[src/rtl/hazard_ctrl.sv]
// Pipeline hazard sequencer: load-use bubbles, branch flushes, dmem wait freeze and wait watchdog.
// Optional perf counters are compiled in when HAZARD_PERF_EN is defined.
module hazard_ctrl #(
  parameter int LOAD_LAT    = 1,
  parameter int MEM_TIMEOUT = 255
) (
  input  logic        clk,
  input  logic        rst_n,
  input  logic [4:0]  id_rs1,
  input  logic [4:0]  id_rs2,
  input  logic        id_use_rs1,
  input  logic        id_use_rs2,
  input  logic        id_ex_memread,
  input  logic [4:0]  id_ex_rd,
  input  logic        ex_br_taken,
  input  logic        dmem_req,
  input  logic        dmem_ready,
  output logic        pc_stall,
  output logic        if_id_stall,
  output logic        if_id_flush,
  output logic        id_ex_stall,
  output logic        id_ex_flush,
  output logic        ex_mem_stall,
  output logic        mem_wb_bubble,
  output logic        hazard_err,
  output logic [31:0] perf_stall,
  output logic [31:0] perf_flush
);

  // state   | meaning
  // RUN     | normal issue, ldhaz evaluated
  // LDSTALL | extra load-use bubbles pending (ld_cnt > 0)
  // MEMWAIT | data memory wait, whole pipe frozen
  // ERR     | watchdog expired, sticky until reset
  typedef enum logic [1:0] {RUN, LDSTALL, MEMWAIT, ERR} state_t;

  localparam int WW = $clog2(MEM_TIMEOUT + 1);
  localparam logic [WW-1:0] TIMEOUT_W = WW'(MEM_TIMEOUT);

  state_t        state, state_nxt;
  logic [1:0]    ld_cnt, ld_cnt_nxt;
  logic [WW-1:0] wait_cnt, wait_cnt_nxt;
  logic          memwait, ldhaz, resume_ld;
  logic          pc_stall_c, if_id_stall_c, if_id_flush_c, id_ex_stall_c;
  logic          id_ex_flush_c, ex_mem_stall_c, mem_wb_bubble_c, hazard_err_c;

  assign memwait = dmem_req & ~dmem_ready;
  assign ldhaz   = id_ex_memread & (id_ex_rd != 5'd0) &
                   ((id_use_rs1 & (id_rs1 == id_ex_rd)) | (id_use_rs2 & (id_rs2 == id_ex_rd)));
  // Leaving MEMWAIT behaves as whichever state was frozen: pending bubbles resume immediately.
  assign resume_ld = (state == LDSTALL) || ((state == MEMWAIT) && (ld_cnt != 2'd0));

  always_comb begin
    state_nxt       = state;
    ld_cnt_nxt      = ld_cnt;
    wait_cnt_nxt    = '0;
    pc_stall_c      = 1'b0;
    if_id_stall_c   = 1'b0;
    if_id_flush_c   = 1'b0;
    id_ex_stall_c   = 1'b0;
    id_ex_flush_c   = 1'b0;
    ex_mem_stall_c  = 1'b0;
    mem_wb_bubble_c = 1'b0;
    hazard_err_c    = 1'b0;
    if (state == ERR) begin
      pc_stall_c      = 1'b1;
      if_id_stall_c   = 1'b1;
      id_ex_stall_c   = 1'b1;
      ex_mem_stall_c  = 1'b1;
      mem_wb_bubble_c = 1'b1;
      hazard_err_c    = 1'b1;
    end else if (memwait) begin
      pc_stall_c      = 1'b1;
      if_id_stall_c   = 1'b1;
      id_ex_stall_c   = 1'b1;
      ex_mem_stall_c  = 1'b1;
      mem_wb_bubble_c = 1'b1;
      wait_cnt_nxt    = wait_cnt + 1'b1;
      state_nxt       = (wait_cnt_nxt == TIMEOUT_W) ? ERR : MEMWAIT;
    end else if (ex_br_taken) begin
      if_id_flush_c = 1'b1;
      id_ex_flush_c = 1'b1;
      ld_cnt_nxt    = 2'd0;
      state_nxt     = RUN;
    end else if (resume_ld) begin
      pc_stall_c    = 1'b1;
      if_id_stall_c = 1'b1;
      id_ex_flush_c = 1'b1;
      ld_cnt_nxt    = ld_cnt - 2'd1;
      state_nxt     = (ld_cnt == 2'd1) ? RUN : LDSTALL;
    end else if (ldhaz) begin
      pc_stall_c    = 1'b1;
      if_id_stall_c = 1'b1;
      id_ex_flush_c = 1'b1;
      ld_cnt_nxt    = 2'(LOAD_LAT - 1);
      state_nxt     = (LOAD_LAT > 1) ? LDSTALL : RUN;
    end else begin
      state_nxt = RUN;
    end
  end

  always_ff @(posedge clk or negedge rst_n) begin
    if (!rst_n) begin
      state    <= RUN;
      ld_cnt   <= 2'd0;
      wait_cnt <= '0;
    end else begin
      state    <= state_nxt;
      ld_cnt   <= ld_cnt_nxt;
      wait_cnt <= wait_cnt_nxt;
    end
  end

  assign pc_stall      = rst_n & pc_stall_c;
  assign if_id_stall   = rst_n & if_id_stall_c;
  assign if_id_flush   = rst_n & if_id_flush_c;
  assign id_ex_stall   = rst_n & id_ex_stall_c;
  assign id_ex_flush   = rst_n & id_ex_flush_c;
  assign ex_mem_stall  = rst_n & ex_mem_stall_c;
  assign mem_wb_bubble = rst_n & mem_wb_bubble_c;
  assign hazard_err    = rst_n & hazard_err_c;

`ifdef HAZARD_PERF_EN
  logic        br_eff;
  logic [31:0] perf_stall_q, perf_flush_q;

  assign br_eff = (state != ERR) & ~memwait & ex_br_taken;

  always_ff @(posedge clk or negedge rst_n) begin
    if (!rst_n) begin
      perf_stall_q <= 32'd0;
      perf_flush_q <= 32'd0;
    end else begin
      if (pc_stall) perf_stall_q <= perf_stall_q + 32'd1;
      if (br_eff)   perf_flush_q <= perf_flush_q + 32'd1;
    end
  end

  assign perf_stall = perf_stall_q;
  assign perf_flush = perf_flush_q;
`else
  assign perf_stall = 32'd0;
  assign perf_flush = 32'd0;
`endif

endmodule

[config.mk]
export PLATFORM = sky130hd
export DESIGN_NAME = hazard_ctrl
export DESIGN_NICKNAME = d
export VERILOG_FILES = /design/src/rtl/hazard_ctrl.sv
export SDC_FILE = /design/constraint.sdc
export NUM_CORES = 1
export LEC_CHECK = 0
export CAP_MARGIN = 20
export CORE_MARGIN = 5
export CORE_UTILIZATION = 32
export DETAILED_ROUTE_END_ITERATION = 8
export GPL_TIMING_DRIVEN = 0
export PLACE_DENSITY = 0.86
export RECOVER_POWER = 100
export SLEW_MARGIN = 10
export SYNTH_ARGS = -nofsm -noshare
export SYNTH_HDL_FRONTEND = slang
export SYNTH_SLANG_ARGS = --single-unit
[constraint.sdc]
create_clock -name clk -period 2.4 [get_ports clk]
set_input_delay 0.6 -clock clk [delete_from_list [all_inputs] [get_ports clk]]
set_output_delay 0.6 -clock clk [all_outputs]
set_load 0.03 [all_outputs]
==> results of run 1 <==
-- logic make-up (layout without fill, tap and decap cells) --
logic type	count (synthesis)	after routing	share of synthesized area
buffers and inverters	74	112	0.398
and+or+nand+nor	36	36	0.147
xor gates and xnor gates	17	17	0.112
AOI/OAI and AO/OA	14	14	0.0763
DFF	12	12	0.226
adders and majority gates	4	4	0.0377
other	1	64	0.00282
-- registers in the layout, summed over array words and instances (netlist names) --
| signal | count |
|---|---|
| ld_cnt | 2 |
| state | 2 |
| wait_cnt | 8 |
-- synth_stat cells, types with 2 or more instances --
cell / count
buf_4: 67
xor2_1: 13
dfrtp_1: 12
nor2_1: 11
nand2_1: 6
a21oi_1: 5
inv_1: 5
ha_1: 4
nand3_1: 4
xnor2_1: 4
nor4_1: 3
o41ai_1: 3
and2_1: 2
and3_1: 2
clkbuf_1: 2
nand4_1: 2
nor4b_1: 2
o311a_1: 2
-- power by group --
part	internal (mW)	leakage [nW]	total, mW	switching, mW
Clock	0.110	0.0216	0.183	0.0722
Combinational	0.178	0.936	0.438	0.260
Sequential	0.220	0.165	0.244	0.0232
Total	0.509	1.12	0.864	0.356
-- final timing paths --
check	start	end
max in group asynchronous	rst_n	wait_cnt[2]
min reg2reg	ld_cnt[1]	ld_cnt[1]
max reg2reg	ld_cnt[0]	ld_cnt[1]
min in group clk	ld_cnt[1]	ld_cnt[1]
max	id_ex_rd[2]	pc_stall
min	rst_n	wait_cnt[7]
-- worst reg2reg max path, cell delays in order (launching register included) --
cell and delay [ns]:
dfrtp_1 0.39, inv_1 0.08, ha_1 0.21, or3b_1 0.34
o21ai_0 0.27, nor4b_1 0.37, a21oi_1 0.08, o41ai_1 0.09
-- routing by layer --
metal  vias up  GRT usage
li1        592          -
met1       458      0.112
met2        49      0.176
met3         7     0.0176
met4         0     0.0514
met5         -          0
-- per-stage QoR --
stage / area [sq um] / setup TNS, ns / setup WS, ns
floorplan: 1580 / -0.0858 / -0.0858
global placement: 1930 / -7.11 / -1.12
detailed placement: 1930 / -7.27 / -1.13
CTS: 2010 / -0.568 / -0.232
global route: 2000 / -0.893 / -0.314
finish: 2000 / -0.604 / -0.253
-- timing repair --
action                     in CTS  in global routing
setup buffers                   5                  1
hold endpoints to repair        0                  0
resized for setup              85                  7
setup endpoints to repair       8                  7
pin swaps                       9                  5
hold buffers                    0                  0
-- area by class of cell --
cell class / count / area (sq um)
clock buffers: 3 / 41.3
inverters: 5 / 18.8
well taps: 50 / 62.6
multi-input cells: 135 / 761
plain buffers: 69 / 514
repair buffers: 35 / 307
flip-flops and latches: 12 / 300
fillers: 364 / 2000
==> flow_metrics.tcl, run 1 <==
set metrics [dict create \
    power_density_nw_per_um2 431 \
    crit_family "compound AO/OA/AOI/OAI gates" \
    gp_congestion 0.762 \
    tightest_slew_ns 0.672 \
    worst_r2r_path_depth 7 \
    synth_top_area_share 0.379 \
    cts-buffers-inserted 3 \
    timing.hold.ws_ns 0.234 \
    drive_above_1_share 0.367 \
    power_mw 0.864 \
    violations "negative setup slack" \
    grt_max_degree 18 \
    fmax_ghz 0.377 \
    path_depth 7 \
    cts_tree "built" \
    dpl.cell_count 300 \
    drc 0 \
    layout_setup_ws_ns -0.253 \
    met3_wirelength_um 242 \
    syn_to_final_growth_pct 50.8 \
    htreeDepth 1 \
    core_sq_um 4000 \
    finClkSkew_ns 0.00255 \
    cpPeakStageDelay_ns 0.52 \
    wire_per_inst_um 9.48 \
    ys.flop_type "dfrtp_1" \
    wl_met2_um 1590 \
    netlist_area_sq_um 1330 \
    avgSynthCellArea_sq_um 8.41 \
    period_needed_ns 2.65 \
    path_common_cell "buf_6" \
    cp-end-kind "primary output" \
    ys_types 27 \
    top_layer "met4" \
    synth_edf_count 0 \
    hold_class "input port to async pin" \
    grt_remaining_overflow 0 \
    synth_area_leader_cell "buf_4" \
    ant_nets 0 \
    cts_sinks 12 \
    p_leak_nw 1.12 \
    relSlewSlack 0.547 \
    fin_util 0.501 \
    drt_pre_antenna_iters 4 \
    synthCells 158 \
    ys_ff_latch 12 \
    root_buffer "clkbuf_8" \
    num_rows 23 \
    rsz0062_at_grt "true" \
    critPathMaxFanout 3 \
    final_cell_mix "buf_4, conb_1, xor2_1" \
    initialDrtViolationCount 14 \
    yosysSeqAreaShare 0.226 \
    required_ns 1.80 \
    reg2reg_setup_slack_ns 0.44 \
    stdcell_count 309 \
    cp_slowest_cell "or4_4" \
    cts_buffer_depth 2 \
    hold_violations 0 \
    ir_drop_v 0.000175 \
    slew_violations 0 \
    initial_utilization 0.332 \
    dp_hpwl_um 2460 \
    worst-path-buf-inv 3 \
    grt_pass1_wl_um 4310 \
    crit_arrival_ns 2.05 \
    drt-total-wl_um 2930 \
    vias_per_cell 3.58 \
    grt_antenna_before_repair 0 \
    clock_latency_ns 0.24 \
    layout_commonest_cell "buf_4" \
    final.period_utilization 1.11 \
    synth_area_leaders "buf_4, dfrtp_1, xor2_1" \
    die_width_um 74.4 \
    portBuffers 29 \
    diodes 0 \
    start_kind "input port" \
    cp_cell_sequence "buf_8 -> or4_4 -> o21ai_2 -> a21oi_2 -> o311a_4 -> buf_6 -> buf_6" \
    clkTransAtPathRegs_ns 0.05 \
    die_h_um 74.4 \
    crit_type "input port to primary output" \
    grt_usage 0.0988 \
    num_vias 1106 \
    maxCapViolations 0 \
    io_pins 95 \
    first_global_vias 1002 \
    ys_async_sr_fraction 1.00 \
    drt-met1-wl_um 1020 \
    dieArea_sq_um 5540 \
    yosysWarnings 0 \
    outcome "finished, violations left" \
    final_nets 288 \
    setup_viol 3 \
]
Note: power is estimated with default switching activity, not from simulation.
==> run 2, diff against run 1 <==
--- a/config.mk
+++ b/config.mk
@@ -10,7 +10,7 @@
 export CORE_UTILIZATION = 32
 export DETAILED_ROUTE_END_ITERATION = 8
 export GPL_TIMING_DRIVEN = 0
-export PLACE_DENSITY = 0.86
+export PLACE_DENSITY = 0.78
 export RECOVER_POWER = 100
 export SLEW_MARGIN = 10
 export SYNTH_ARGS = -nofsm -noshare
==> run 2 against run 1 <==
The run still ends with negative setup slack left. Via count rose by 0.81%. Setup slack improved by 0.028 ns. Critical path depth did not move. First-iteration DRC count fell by 43%. Largest power group unchanged.
==> flow_metrics.tcl, run 2 (synthesis gave the netlist of run 1 again) <==
set metrics [dict create \
    outcome "finished, violations left" \
    grt_max_degree 18 \
    die_width_um 74.4 \
    io_pins 95 \
    largest_reg_flops 8 \
    portBuffers 29 \
    cts-buffers-inserted 3 \
    initialDrtViolationCount 8 \
    power_density_nw_per_um2 428 \
    gp_congestion 0.767 \
    initial_utilization 0.332 \
    clock_latency_ns 0.24 \
    fin_tns_setup_ns -0.581 \
    power.switching_mw 0.350 \
    ir_drop_v 0.000216 \
    clkPwrFrac 0.207 \
    cp-end-kind "primary output" \
    p_int_mw 0.511 \
    clkTransAtPathRegs_ns 0.05 \
    hold_violations 0 \
    final_cell_mix "buf_4, conb_1, xor2_1" \
    p_leak_nw 1.13 \
    crit_type "input port to primary output" \
    drt-total-wl_um 2950 \
    placed_area_sq_um 1930 \
    largest_registers "wait_cnt: 8 flops, ld_cnt: 2 flops, state: 2 flops" \
    die_h_um 74.4 \
    slew_violations 0 \
    htreeDepth 1 \
    period_needed_ns 2.62 \
    start_kind "input port" \
    p_sw_frac 0.407 \
    setup_viol 4 \
    final.period_utilization 1.09 \
    cts_buffer_depth 2 \
    grt_usage 0.0890 \
    rsz0062_at_grt "true" \
    grt_remaining_overflow 0 \
    root_buffer "clkbuf_8" \
    hold_class "input port to async pin" \
    hold_buffers 0 \
    regMostFlops "wait_cnt" \
    ant_nets 0 \
    wire_per_inst_um 9.52 \
    drt_pre_antenna_iters 4 \
    p_comb_frac 0.512 \
    grt_antenna_before_repair 0 \
    grt_pass1_wl_um 3900 \
    cts_tree "built" \
    dp_hpwl_um 2410 \
    dieArea_sq_um 5540 \
    drc 0 \
    num_rows 23 \
    maxCapViolations 0 \
    startpoint "id_ex_rd[3]" \
    required_ns 1.80 \
    p_seq_frac 0.281 \
    crit_arrival_ns 2.02 \
    num_vias 1115 \
    syn_to_final_growth_pct 51.4 \
    drive_above_1_share 0.377 \
    final_nets 289 \
    core_sq_um 4000 \
    layout_setup_ws_ns -0.225 \
    finClkSkew_ns 0.00286 \
    first_global_vias 917 \
    r2r_start "ld_cnt[0]" \
    fmax_ghz 0.381 \
    timing.hold.ws_ns 0.434 \
    fin_area_sq_um 2010 \
    cts_sinks 12 \
    violations "negative setup slack" \
    relSlewSlack 0.452 \
    diodes 0 \
    critPathMaxFanout 3 \
    fillers 388 \
    vias_per_cell 3.60 \
    tightest_slew_ns 0.822 \
    layout_commonest_cell "buf_4" \
]
run 2: worst max-delay path, cell delays in order:
cell,delay (ns)
buf_8,0.10
or4_4,0.53
o21ai_2,0.13
a21oi_2,0.07
o311a_4,0.36
buf_6,0.11
buf_6,0.13
run 2: path summary, 6_finish.rpt:
check	endpoint	cells after the start	slack, ns
max	pc_stall	7	-0.22
min	wait_cnt[5]	1	0.43
max reg2reg	ld_cnt[1]	7	0.70
min reg2reg	ld_cnt[1]	2	0.50
max in group asynchronous	wait_cnt[3]	1	1.46
min in group clk	ld_cnt[1]	2	0.50
run 2: timing repair:
item / CTS / global route
pin swaps: 9 / 5
endpoints found under the setup margin: 8 / 5
resized for setup: 85 / 13
setup buffers: 5 / 2
run 2: stage by stage:
step,power [mW],utilization,cells,setup slack (ns)
after global placement,0.661,0.483,300,-1.14
after floorplan,0.578,-,221,-0.0858
after CTS,0.857,0.501,308,-0.233
final,0.861,0.503,310,-0.225
after detailed placement,0.666,0.483,300,-1.14
after global routing,0.915,0.503,310,-0.264
run 2: cell type report:
cell class,instances,area [sq um],share of cell area
repair buffers,36,310,0.154
flip-flops and latches,12,300,0.149
clock buffers,3,41.3,0.0205
plain buffers,69,514,0.256
multi-input cells,135,764,0.380
inverters,5,18.8,0.00933
well taps,50,62.6,0.0311
run 2: per-layer routing:
| layer | up-vias | global-route usage | wire length (um) |
|---|---|---|---|
| li1 | 595 | - | - |
| met1 | 466 | 0.103 | 997 |
| met2 | 50 | 0.158 | 1670 |
| met3 | 4 | 0.0122 | 243 |
| met4 | 0 | 0.0474 | 44 |
| met5 | - | 0 | 0 |
run 2: power by group through the flow:
stage	Clock (mW)	Combinational, mW	Sequential, mW
CTS	0.187	0.428	0.241
finish	0.178	0.441	0.242
global route	0.198	0.473	0.245
detailed placement	0	0.424	0.242
global placement	0	0.420	0.241
floorplan	0	0.340	0.238
==> run 3, diff against run 2 <==
--- a/config.mk
+++ b/config.mk
@@ -12,6 +12,7 @@
 export GPL_TIMING_DRIVEN = 0
 export PLACE_DENSITY = 0.78
 export RECOVER_POWER = 100
+export SKIP_LAST_GASP = 1
 export SLEW_MARGIN = 10
 export SYNTH_ARGS = -nofsm -noshare
 export SYNTH_HDL_FRONTEND = slang
==> results of run 3 <==
The final DEF is identical to that of run 2; final timing and power are the same.
